[config.mk]
export PLATFORM = sky130hd
export DESIGN_NAME = sc_mmio_ports
export DESIGN_NICKNAME = d
export VERILOG_FILES = /design/src/rtl/sc_mmio_ports.sv
export SDC_FILE = /design/constraint.sdc
export NUM_CORES = 1
export LEC_CHECK = 0
export ABC_AREA = 1
export CAP_MARGIN = 20
export CORE_UTILIZATION = 46
export DETAILED_ROUTE_END_ITERATION = 10
export GPL_TIMING_DRIVEN = 0
export PLACE_DENSITY = 0.64
export SYNTH_ARGS = -nofsm -noshare
export SYNTH_HDL_FRONTEND = slang
export SYNTH_SLANG_ARGS = --single-unit
[constraint.sdc]
create_clock -name clock -period 4.55 [get_ports clock]
set_input_delay 0.91 -clock clock [delete_from_list [all_inputs] [get_ports clock]]
set_output_delay 0.91 -clock clock [all_outputs]
set_load 0.02 [all_outputs]
[src/rtl/sc_mmio_ports.sv]
// sc_mmio_ports: memory-mapped I/O block for the single-cycle computer.
// Provides debounced switches with sticky edge capture, an LED register,
// 7-segment digits with per-digit blanking, and a 32-bit compare timer.
module sc_mmio_ports #(
  parameter logic [31:0] IO_BASE         = 32'hFFFF_FF00,
  parameter int unsigned NUM_SW          = 10,
  parameter int unsigned NUM_LED         = 10,
  parameter int unsigned NUM_HEX         = 6,
  parameter int unsigned DEBOUNCE_CYCLES = 16
) (
  input  logic                   clock,
  input  logic                   reset,
  input  logic [31:0]            addr,
  input  logic [31:0]            wdata,
  input  logic                   we,
  output logic [31:0]            rdata,
  output logic                   sel,
  input  logic [NUM_SW-1:0]      sw,
  output logic [NUM_LED-1:0]     led,
  output logic [7*NUM_HEX-1:0]   hex,
  output logic                   irq
);

  localparam int unsigned CntW = $clog2(DEBOUNCE_CYCLES);
  localparam int unsigned HexW = 4 * NUM_HEX;
  localparam logic [CntW-1:0] CntMax = CntW'(DEBOUNCE_CYCLES - 1);

  localparam logic [5:0] OffSw    = 6'h00;
  localparam logic [5:0] OffLed   = 6'h01;
  localparam logic [5:0] OffHexD  = 6'h02;
  localparam logic [5:0] OffHexB  = 6'h03;
  localparam logic [5:0] OffTcnt  = 6'h04;
  localparam logic [5:0] OffTcmp  = 6'h05;
  localparam logic [5:0] OffTctrl = 6'h06;
  localparam logic [5:0] OffEdge  = 6'h07;

  // Address decode
  logic       in_win;
  logic [5:0] off;
  logic       wr_en;
  logic       unused_ok;

  assign in_win    = (addr[31:8] == IO_BASE[31:8]);
  assign off       = addr[7:2];
  assign wr_en     = we && in_win;
  // Byte-lane bits and high write-data bits are intentionally ignored.
  assign unused_ok = ^{addr[1:0], wdata};

  logic wr_led, wr_hexd, wr_hexb, wr_tcnt, wr_tcmp, wr_tctrl, wr_edge;
  assign wr_led   = wr_en && (off == OffLed);
  assign wr_hexd  = wr_en && (off == OffHexD);
  assign wr_hexb  = wr_en && (off == OffHexB);
  assign wr_tcnt  = wr_en && (off == OffTcnt);
  assign wr_tcmp  = wr_en && (off == OffTcmp);
  assign wr_tctrl = wr_en && (off == OffTctrl);
  assign wr_edge  = wr_en && (off == OffEdge);

  // State
  logic [NUM_SW-1:0]            sync1_q, sync2_q;
  logic [NUM_SW-1:0]            stable_q, stable_d;
  logic [NUM_SW-1:0][CntW-1:0]  cnt_q, cnt_d;
  logic [NUM_SW-1:0]            edge_set;
  logic [NUM_SW-1:0]            sw_edge_q, sw_edge_d;
  logic [NUM_LED-1:0]           led_q;
  logic [HexW-1:0]              hex_data_q;
  logic [NUM_HEX-1:0]           hex_blank_q;
  logic [7*NUM_HEX-1:0]         hex_q, hex_d;
  logic [31:0]                  tcount_q, tcount_d;
  logic [31:0]                  tcmp_q;
  logic [2:0]                   tctrl_q;   // {irq_en, auto_clear, enable}
  logic                         flag_q, flag_d;
  logic                         flag_set;
  logic [31:0]                  rd_val;

  // Active-low 7-segment pattern, segment order gfedcba.
  function automatic logic [6:0] seg7(input logic [3:0] n);
    logic [6:0] s;
    unique case (n)
      4'h0: s = 7'h40;
      4'h1: s = 7'h79;
      4'h2: s = 7'h24;
      4'h3: s = 7'h30;
      4'h4: s = 7'h19;
      4'h5: s = 7'h12;
      4'h6: s = 7'h02;
      4'h7: s = 7'h78;
      4'h8: s = 7'h00;
      4'h9: s = 7'h10;
      4'hA: s = 7'h08;
      4'hB: s = 7'h03;
      4'hC: s = 7'h46;
      4'hD: s = 7'h21;
      4'hE: s = 7'h06;
      default: s = 7'h0E;
    endcase
    return s;
  endfunction

  // Debounce: accept a synced change only after it has persisted long enough.
  always_comb begin
    stable_d = stable_q;
    cnt_d    = cnt_q;
    edge_set = '0;
    for (int i = 0; i < NUM_SW; i++) begin
      cnt_d[i] = '0;
      if (sync2_q[i] != stable_q[i]) begin
        if (cnt_q[i] == CntMax) begin
          stable_d[i] = sync2_q[i];
          edge_set[i] = 1'b1;
        end else begin
          cnt_d[i] = cnt_q[i] + CntW'(1);
        end
      end
    end
    // A new edge beats a simultaneous write-1-to-clear.
    sw_edge_d = (sw_edge_q & ~(wr_edge ? wdata[NUM_SW-1:0] : '0)) | edge_set;
  end

  // Timer: a direct TCOUNT write overrides counting and matching for that cycle.
  always_comb begin
    tcount_d = tcount_q;
    flag_set = 1'b0;
    if (wr_tcnt) begin
      tcount_d = wdata;
    end else if (tctrl_q[0]) begin
      if (tcount_q == tcmp_q) begin
        flag_set = 1'b1;
        tcount_d = tctrl_q[1] ? 32'd0 : tcount_q + 32'd1;
      end else begin
        tcount_d = tcount_q + 32'd1;
      end
    end
    flag_d = flag_set | (flag_q & ~(wr_tctrl & wdata[3]));
  end

  // Digit decode feeding the registered segment outputs.
  always_comb begin
    hex_d = '1;
    for (int i = 0; i < NUM_HEX; i++) begin
      hex_d[7*i +: 7] = hex_blank_q[i] ? 7'h7F : seg7(hex_data_q[4*i +: 4]);
    end
  end

  // Read mux; values are pre-write so same-cycle read/write returns old data.
  always_comb begin
    rd_val = '0;
    case (off)
      OffSw:    rd_val[NUM_SW-1:0]  = stable_q;
      OffLed:   rd_val[NUM_LED-1:0] = led_q;
      OffHexD:  rd_val[HexW-1:0]    = hex_data_q;
      OffHexB:  rd_val[NUM_HEX-1:0] = hex_blank_q;
      OffTcnt:  rd_val              = tcount_q;
      OffTcmp:  rd_val              = tcmp_q;
      OffTctrl: rd_val[3:0]         = {flag_q, tctrl_q};
      OffEdge:  rd_val[NUM_SW-1:0]  = sw_edge_q;
      default:  rd_val              = '0;
    endcase
    if (!in_win) rd_val = '0;
  end

  // Switch synchroniser and debounce state.
  always_ff @(posedge clock) begin
    if (reset) begin
      sync1_q   <= '0;
      sync2_q   <= '0;
      stable_q  <= '0;
      cnt_q     <= '0;
      sw_edge_q <= '0;
    end else begin
      sync1_q   <= sw;
      sync2_q   <= sync1_q;
      stable_q  <= stable_d;
      cnt_q     <= cnt_d;
      sw_edge_q <= sw_edge_d;
    end
  end

  // Software-visible registers, timer and registered outputs.
  always_ff @(posedge clock) begin
    if (reset) begin
      led_q       <= '0;
      hex_data_q  <= '0;
      hex_blank_q <= '1;
      hex_q       <= '1;
      tcount_q    <= '0;
      tcmp_q      <= 32'hFFFF_FFFF;
      tctrl_q     <= '0;
      flag_q      <= 1'b0;
      rdata       <= '0;
      sel         <= 1'b0;
    end else begin
      if (wr_led)   led_q       <= wdata[NUM_LED-1:0];
      if (wr_hexd)  hex_data_q  <= wdata[HexW-1:0];
      if (wr_hexb)  hex_blank_q <= wdata[NUM_HEX-1:0];
      if (wr_tcmp)  tcmp_q      <= wdata;
      if (wr_tctrl) tctrl_q     <= wdata[2:0];
      hex_q    <= hex_d;
      tcount_q <= tcount_d;
      flag_q   <= flag_d;
      rdata    <= rd_val;
      sel      <= in_win;
    end
  end

  assign led = led_q;
  assign hex = hex_q;
  assign irq = flag_q & tctrl_q[2];

endmodule

; ---- After elaboration in Yosys (flattened, before gate mapping)
; Memories as Yosys holds them, arrays and structs flattened. A register that Yosys moved wholly into a read port is not among the register bits.
; Cells that the tools add are included.
[op_classes]
n_addsub = 11
eq_ne = 29
mux = 33
n_bitwise = 19
reduce_logical = 37
[op_table]
columns = operator, count
row1 = 32-bit two-way mux, 4
row2 = 14-bit case mux with 3 select lines, 1
row3 = 4-bit by 1-bit adder with 4-bit output (second input constant), 10
row4 = 4-bit == test (second input constant), 10
row5 = 32-bit by 1-bit adder with 32-bit output (second input constant), 1
row6 = 32-bit == test, 1
row7 = 4-bit case mux with 8 select lines, 1
row8 = 3-bit OR reduction, 10
row9 = 24-bit == test (second input constant), 1
row10 = 6-bit by 3-bit == test with 1-bit output (second input constant), 4
row11 = 4-bit case mux with 6 select lines, 1
row12 = 1-bit two-way mux, 23
row13 = 2-bit AND reduction, 10
row14 = 8-bit case mux with 2 select lines, 1
row15 = 2-bit case mux with 7 select lines, 1
row16 = 2-bit OR reduction, 7
row17 = 6-bit by 2-bit == test with 1-bit output (second input constant), 2
row18 = 1-bit NOT, 12
row19 = 10-bit bitwise AND, 1
row20 = 10-bit two-way mux, 1
row21 = 1-bit != test, 10
row22 = 10-bit NOT, 1
row23 = 10-bit OR, 1
row24 = 1-bit logical AND, 8
row25 = other kinds (5), 7
[word_totals]
register_bits = 221
mem_bits_ro = 672
word_cells = 167
memories = 6
[mem_list]
columns = name, depth, width, rd, rd_clocked_by_memory_dff, wr, line
row1 = (name not given), 16, 7, 1, 1, 0, 78  ; unique case (n)
row2 = (name not given), 16, 7, 1, 1, 0, 78
row3 = (name not given), 16, 7, 1, 1, 0, 78
row4 = (name not given), 16, 7, 1, 1, 0, 78
row5 = (name not given), 16, 7, 1, 1, 0, 78
row6 = (name not given), 16, 7, 1, 1, 0, 78

; ---- Longest topological paths before layout
; Gate-level depths: netlist (run 1).
[logic_depth]
word_depth = 7
ltp_mapped = 12
ltp_nobuf = 10

; ---- Least setup slack after synthesis (run 1)
; OpenSTA, ideal clock, no wires.
[synth_path]
path_kind = input to register
start = input port reset
end = register tcmp_q[11]
setup_ns = 0.150
arrival_ns = 1.960
setup_slack_ns = 2.440
path_stages = 5
n_path_buf = 3
path_cell_list = buf_2 inv_1 clkbuf_1 clkbuf_1 o211ai_1
[synth_lines]
columns = item, line
row1 = "start, declared", 12  ; input logic reset,
row2 = "end signal, assigned", 195  ; if (wr_tcmp) tcmp_q <= wdata;
row3 = "end, declared", 69  ; logic [31:0] tcmp_q;
; No word-level cell between the ends.

; ---- Final worst setup path (run 1)
[layout_path]
start = input port addr[2]
end = register tcmp_q[28]
[layout_via]
elab_chain_len = 2
[layout_rtl]
columns = item, line
row1 = "start, declared", 13  ; input logic [31:0] addr,
row2 = 6-bit by 3-bit == test with 1-bit output, 54  ; assign wr_tcmp = wr_en && (off == OffTcmp);
row3 = 1-bit logical AND, 54
; No other way between the ends.
; A chain may end at the register's enable or synchronous reset.

==> results of run 1 <==
-- synth_stat cells, types with 9 or more instances --
master     number
a211oi_1       18
a21oi_1        94
a221oi_1        9
a22oi_1        16
a31oi_1        20
buf_2          27
clkbuf_1       35
dfxtp_1       263
ha_1           47
inv_1         201
nand2_1       352
nand3_1       133
nand4_1        26
nor2_1        177
nor3_1         17
o2111ai_1       9
o211ai_1       22
o211ai_2       20
o21ai_0        72
o22ai_1        10
xnor2_1        40
xor2_1         33
-- cells in the final DEF, fill, tap and decap left out, types with 30 or more instances in the layout --
cell type        instances
inv_1                  201
dfxtp_1                263
o21ai_0                 72
clkbuf_1                36
nand3_1                133
xnor2_1                 40
nor2_1                 177
a21oi_1                 94
ha_1                    47
clkdlybuf4s50_1        159
clkbuf_16               30
nand2_1                352
xor2_1                  33
-- registers in the layout, indices dropped and copies added (netlist names), 6 cells and up --
name and count:
tcmp_q 32, sw_edge_q 10, tcount_q 32, hex 42
hex_data_q 24, cnt_q 40, led 10, stable_q 10
rdata 32, sync2_q 10, sync1_q 10, hex_blank_q 6
-- worst max-delay path, cell delays in order --
cell             delay [ns]
clkdlybuf4s50_1        0.53
inv_1                  0.05
nor2_1                 0.16
nand3_1                0.35
inv_2                  0.32
buf_1                  0.62
nand3_1                0.22
nand3_1                0.13
-- report_power, final --
group / switching [mW] / internal [mW]
combinational: 0.0996 / 0.0742
sequential: 0.00537 / 2.31
clock: 1.00 / 1.62
total: 1.11 / 4.01
-- how the worst min path moves through the flow --
stage / end / slack (ns) / cells after the start / start
finish: sync2_q[4]$_SDFF_PP0_ / 0.40 / 2 / sync1_q[4]$_SDFF_PP0_
global route: sync2_q[4]$_SDFF_PP0_ / 0.42 / 2 / sync1_q[4]$_SDFF_PP0_
CTS: sync2_q[4]$_SDFF_PP0_ / 0.40 / 2 / sync1_q[4]$_SDFF_PP0_
detailed placement: sync2_q[4]$_SDFF_PP0_ / 0.39 / 2 / sync1_q[4]$_SDFF_PP0_
global placement: sync2_q[4]$_SDFF_PP0_ / 0.39 / 2 / sync1_q[4]$_SDFF_PP0_
floorplan: sync2_q[0]$_SDFF_PP0_ / 0.39 / 2 / sync1_q[0]$_SDFF_PP0_
-- per-stage QoR --
stage / util, % / power [mW] / worst slack, ns
2_1_floorplan: - / 2.429 / 2.440
3_3_place_gp: 54.45 / 2.540 / 1.364
5_1_grt: 58.50 / 5.249 / 1.680
4_1_cts: 58.50 / 5.145 / 1.889
3_5_place_dp: 54.45 / 2.542 / 1.308
6_report: 58.50 / 5.112 / 1.755
-- logic make-up (layout without fill, tap and decap cells) --
| family | after synthesis | after routing |
|---|---|---|
| compound gates | 301 | 301 |
| xor+xnor | 73 | 73 |
| fa+ha+maj | 47 | 47 |
| buf+inv | 295 | 509 |
| flops | 263 | 263 |
| simple gates | 721 | 721 |
-- metal layers --
layer | vias up | share of wire (%) | track usage (%)
met1 | 5646 | 44 | 36.51
met4 | 0 | 3.8 | 10.53
met3 | 97 | 6.9 | 3.949
li1 | 5948 | - | -
met2 | 472 | 46 | 45.74
met5 | - | 0 | 0
-- final cells by class --
type / instances / area [µm²]
Clock inverter: 16 / 226.5
Tap cell: 341 / 426.7
Clock buffer: 39 / 864.6
Inverter: 210 / 788.3
Timing Repair Buffer: 159 / 1592
Sequential cell: 263 / 5265
Fill cell: 2526 / 11190
Buffer: 85 / 410.4
Multi-Input combinational cell: 1142 / 6192
==> metrics.md, run 1 <==
| Metric | Value |
|---|---|
| Mapped Avg Cell Area | 7.445 µm² |
| Crit path from | addr[2] |
| Count of unique library cells instantiated by Yosys | 37 |
| Multiplexer share of the synthesized area | 0% |
| R2R depth | 8 |
| CTS Buf Count | 30 |
| Longest Clk Path Bufs | 3 |
| Post-synthesis compound-gate area fraction | 15.35% |
| Worst r2r src | tcount_q[0]$_SDFFE_PP0P_ |
| P&R area growth vs syn | 24.57% |
| CTS Sinks | 263 |
| RSZ-0062 raised after global routing | no |
| RePlAce Congestion | 0.9484 |
| Status | complete, no violations |
| Post-synthesis simple-gate area fraction | 23.88% |
| Post-Synth XOR/XNOR Area | 5.052% |
| Post-Synth Adder-Cell Area | 4.647% |
| Initial antenna violation count | 0 |
| Critical path class | in -> reg |
| Peak VDD IR | 0.0003002 V |
| Global Route Usage Sum | 27.66% |
| Number of synthesized flops with an enable pin | 0 |
| Chip height | 167.9 µm |
| Cells after Synth | 1700 |
| Detailed Route WL | 39500 µm |
| Total core area | 26950 µm² |
| Synth top area share | 41.60% |
| Vias in the first global route | 11450 |
| Share of layout cells above drive strength 1 | 7.106% |
| Max Cap Violations | 0 |
| Cell area power density | 324.3 nW/µm² |
| Critical Path AT | 3.29 ns |
| # IOs | 163 |
| WP data required | 5.05 ns |
| NumNets Final | 2015 |
| Dpl cell area | 14670 µm² |
| Finished Layout Cells | 2255 |
| Reg2reg setup slack | 2.42 ns |
| Crit. End Element | flop |
| DR DRC count | 0 |
| H-tree levels | 1 |
| DR WL/cell | 17.51 µm |
| Worst Tran Pin Value | 0.7647 ns |
| Reg clk slew, reported paths | 0.06 ns |
| Total vias in the final route | 12160 |
| Finish-stage setup viols | 0 |
| Syn_nets | 1824 |
| Post-DP HPWL | 30030 µm |
| Largest net degree at the start of global routing | 16 |
| Max Slew Vio Count | 0 |
| Diode count | 0 |
| Top post-synthesis cells by area | dfxtp_1 (42%), nand2_1 (10%), inv_1 (6.0%), nand3_1 (5.3%), nor2_1 (5.2%) |
| Post-CTS Setup Bufs | 0 |
| Largest family of logic cells by synthesized area | simple AND/OR/NAND/NOR gates |
| Pleak | 6.347 nW |
| Setup_tns | 0 ns |
| Vias per inst | 5.394 |
| Clock skew | 0.01772 ns |
| Max-slew headroom | 49.02% |
| Post-layout min period | 2.795 ns |
| Syn Std Cell Area | 12660 µm² |
| Crit-path max FO | 10 |
| Clk root buf | clkbuf_16 |
| Synthesized flop and latch total | 263 |
| Detailed Routing Iterations Pass 1 | 8 |
| HP Class | reg -> reg |
| Critical R2R Capture | tcount_q[23]$_SDFFE_PP0P_ |
| Post-synthesis sequential area ratio | 41.60% |
| First-pass GRT wire length | 60980 µm |
| Final period util | 61.42% |
| 1st-iter DRT viols | 997 |
| Num rows | 60 |
| Synth warn | 0 |
| Die ar. | 28180 µm² |
| CP Launch Type | input port |
| Final Hold Viols | 0 |
| Peak Freq | 357.8 MHz |
| TritonCTS clock tree | built |
| Post-synth ARST share | 0% |
| Placed cell count | 2200 |
| Clock Latency Late Sink | 0.57 ns |
| Antenna viol nets, final | 0 |
| Design Area, Final | 15770 µm² |
| Hold_buf cts | 0 |
| Yosys top cell by area | dfxtp_1 |
| Ys flop type | dfxtp_1 |
| Initial core utilization | 46.96% |
| Number of port buffers | 159 |
| CP endpoint | tcmp_q[28]$_SDFFE_PP1P_ |
| Worst hold slack | 0.4002 ns |
| Overflow after GRT | 0 |
| Die W | 167.9 µm |
| # resized after CTS | 0 |
(Power assumes the default switching activity.)
==> run 2: changes to the inputs <==
clock period = 2.6 ns   (was 4.55 ns; I/O delays follow)
==> results of run 2 <==
The final DEF is identical to that of run 1. Status: complete, no violations.
Among the figures that moved: setup slack after placement 1.308 ns -> -0.2522 ns; setup slack after layout 1.755 ns -> 0.1953 ns; register-to-register setup slack 2.42 ns -> 0.47 ns; total power 5.112 mW -> 8.946 mW; worst IR drop on VDD 0.0003002 V -> 0.0005253 V
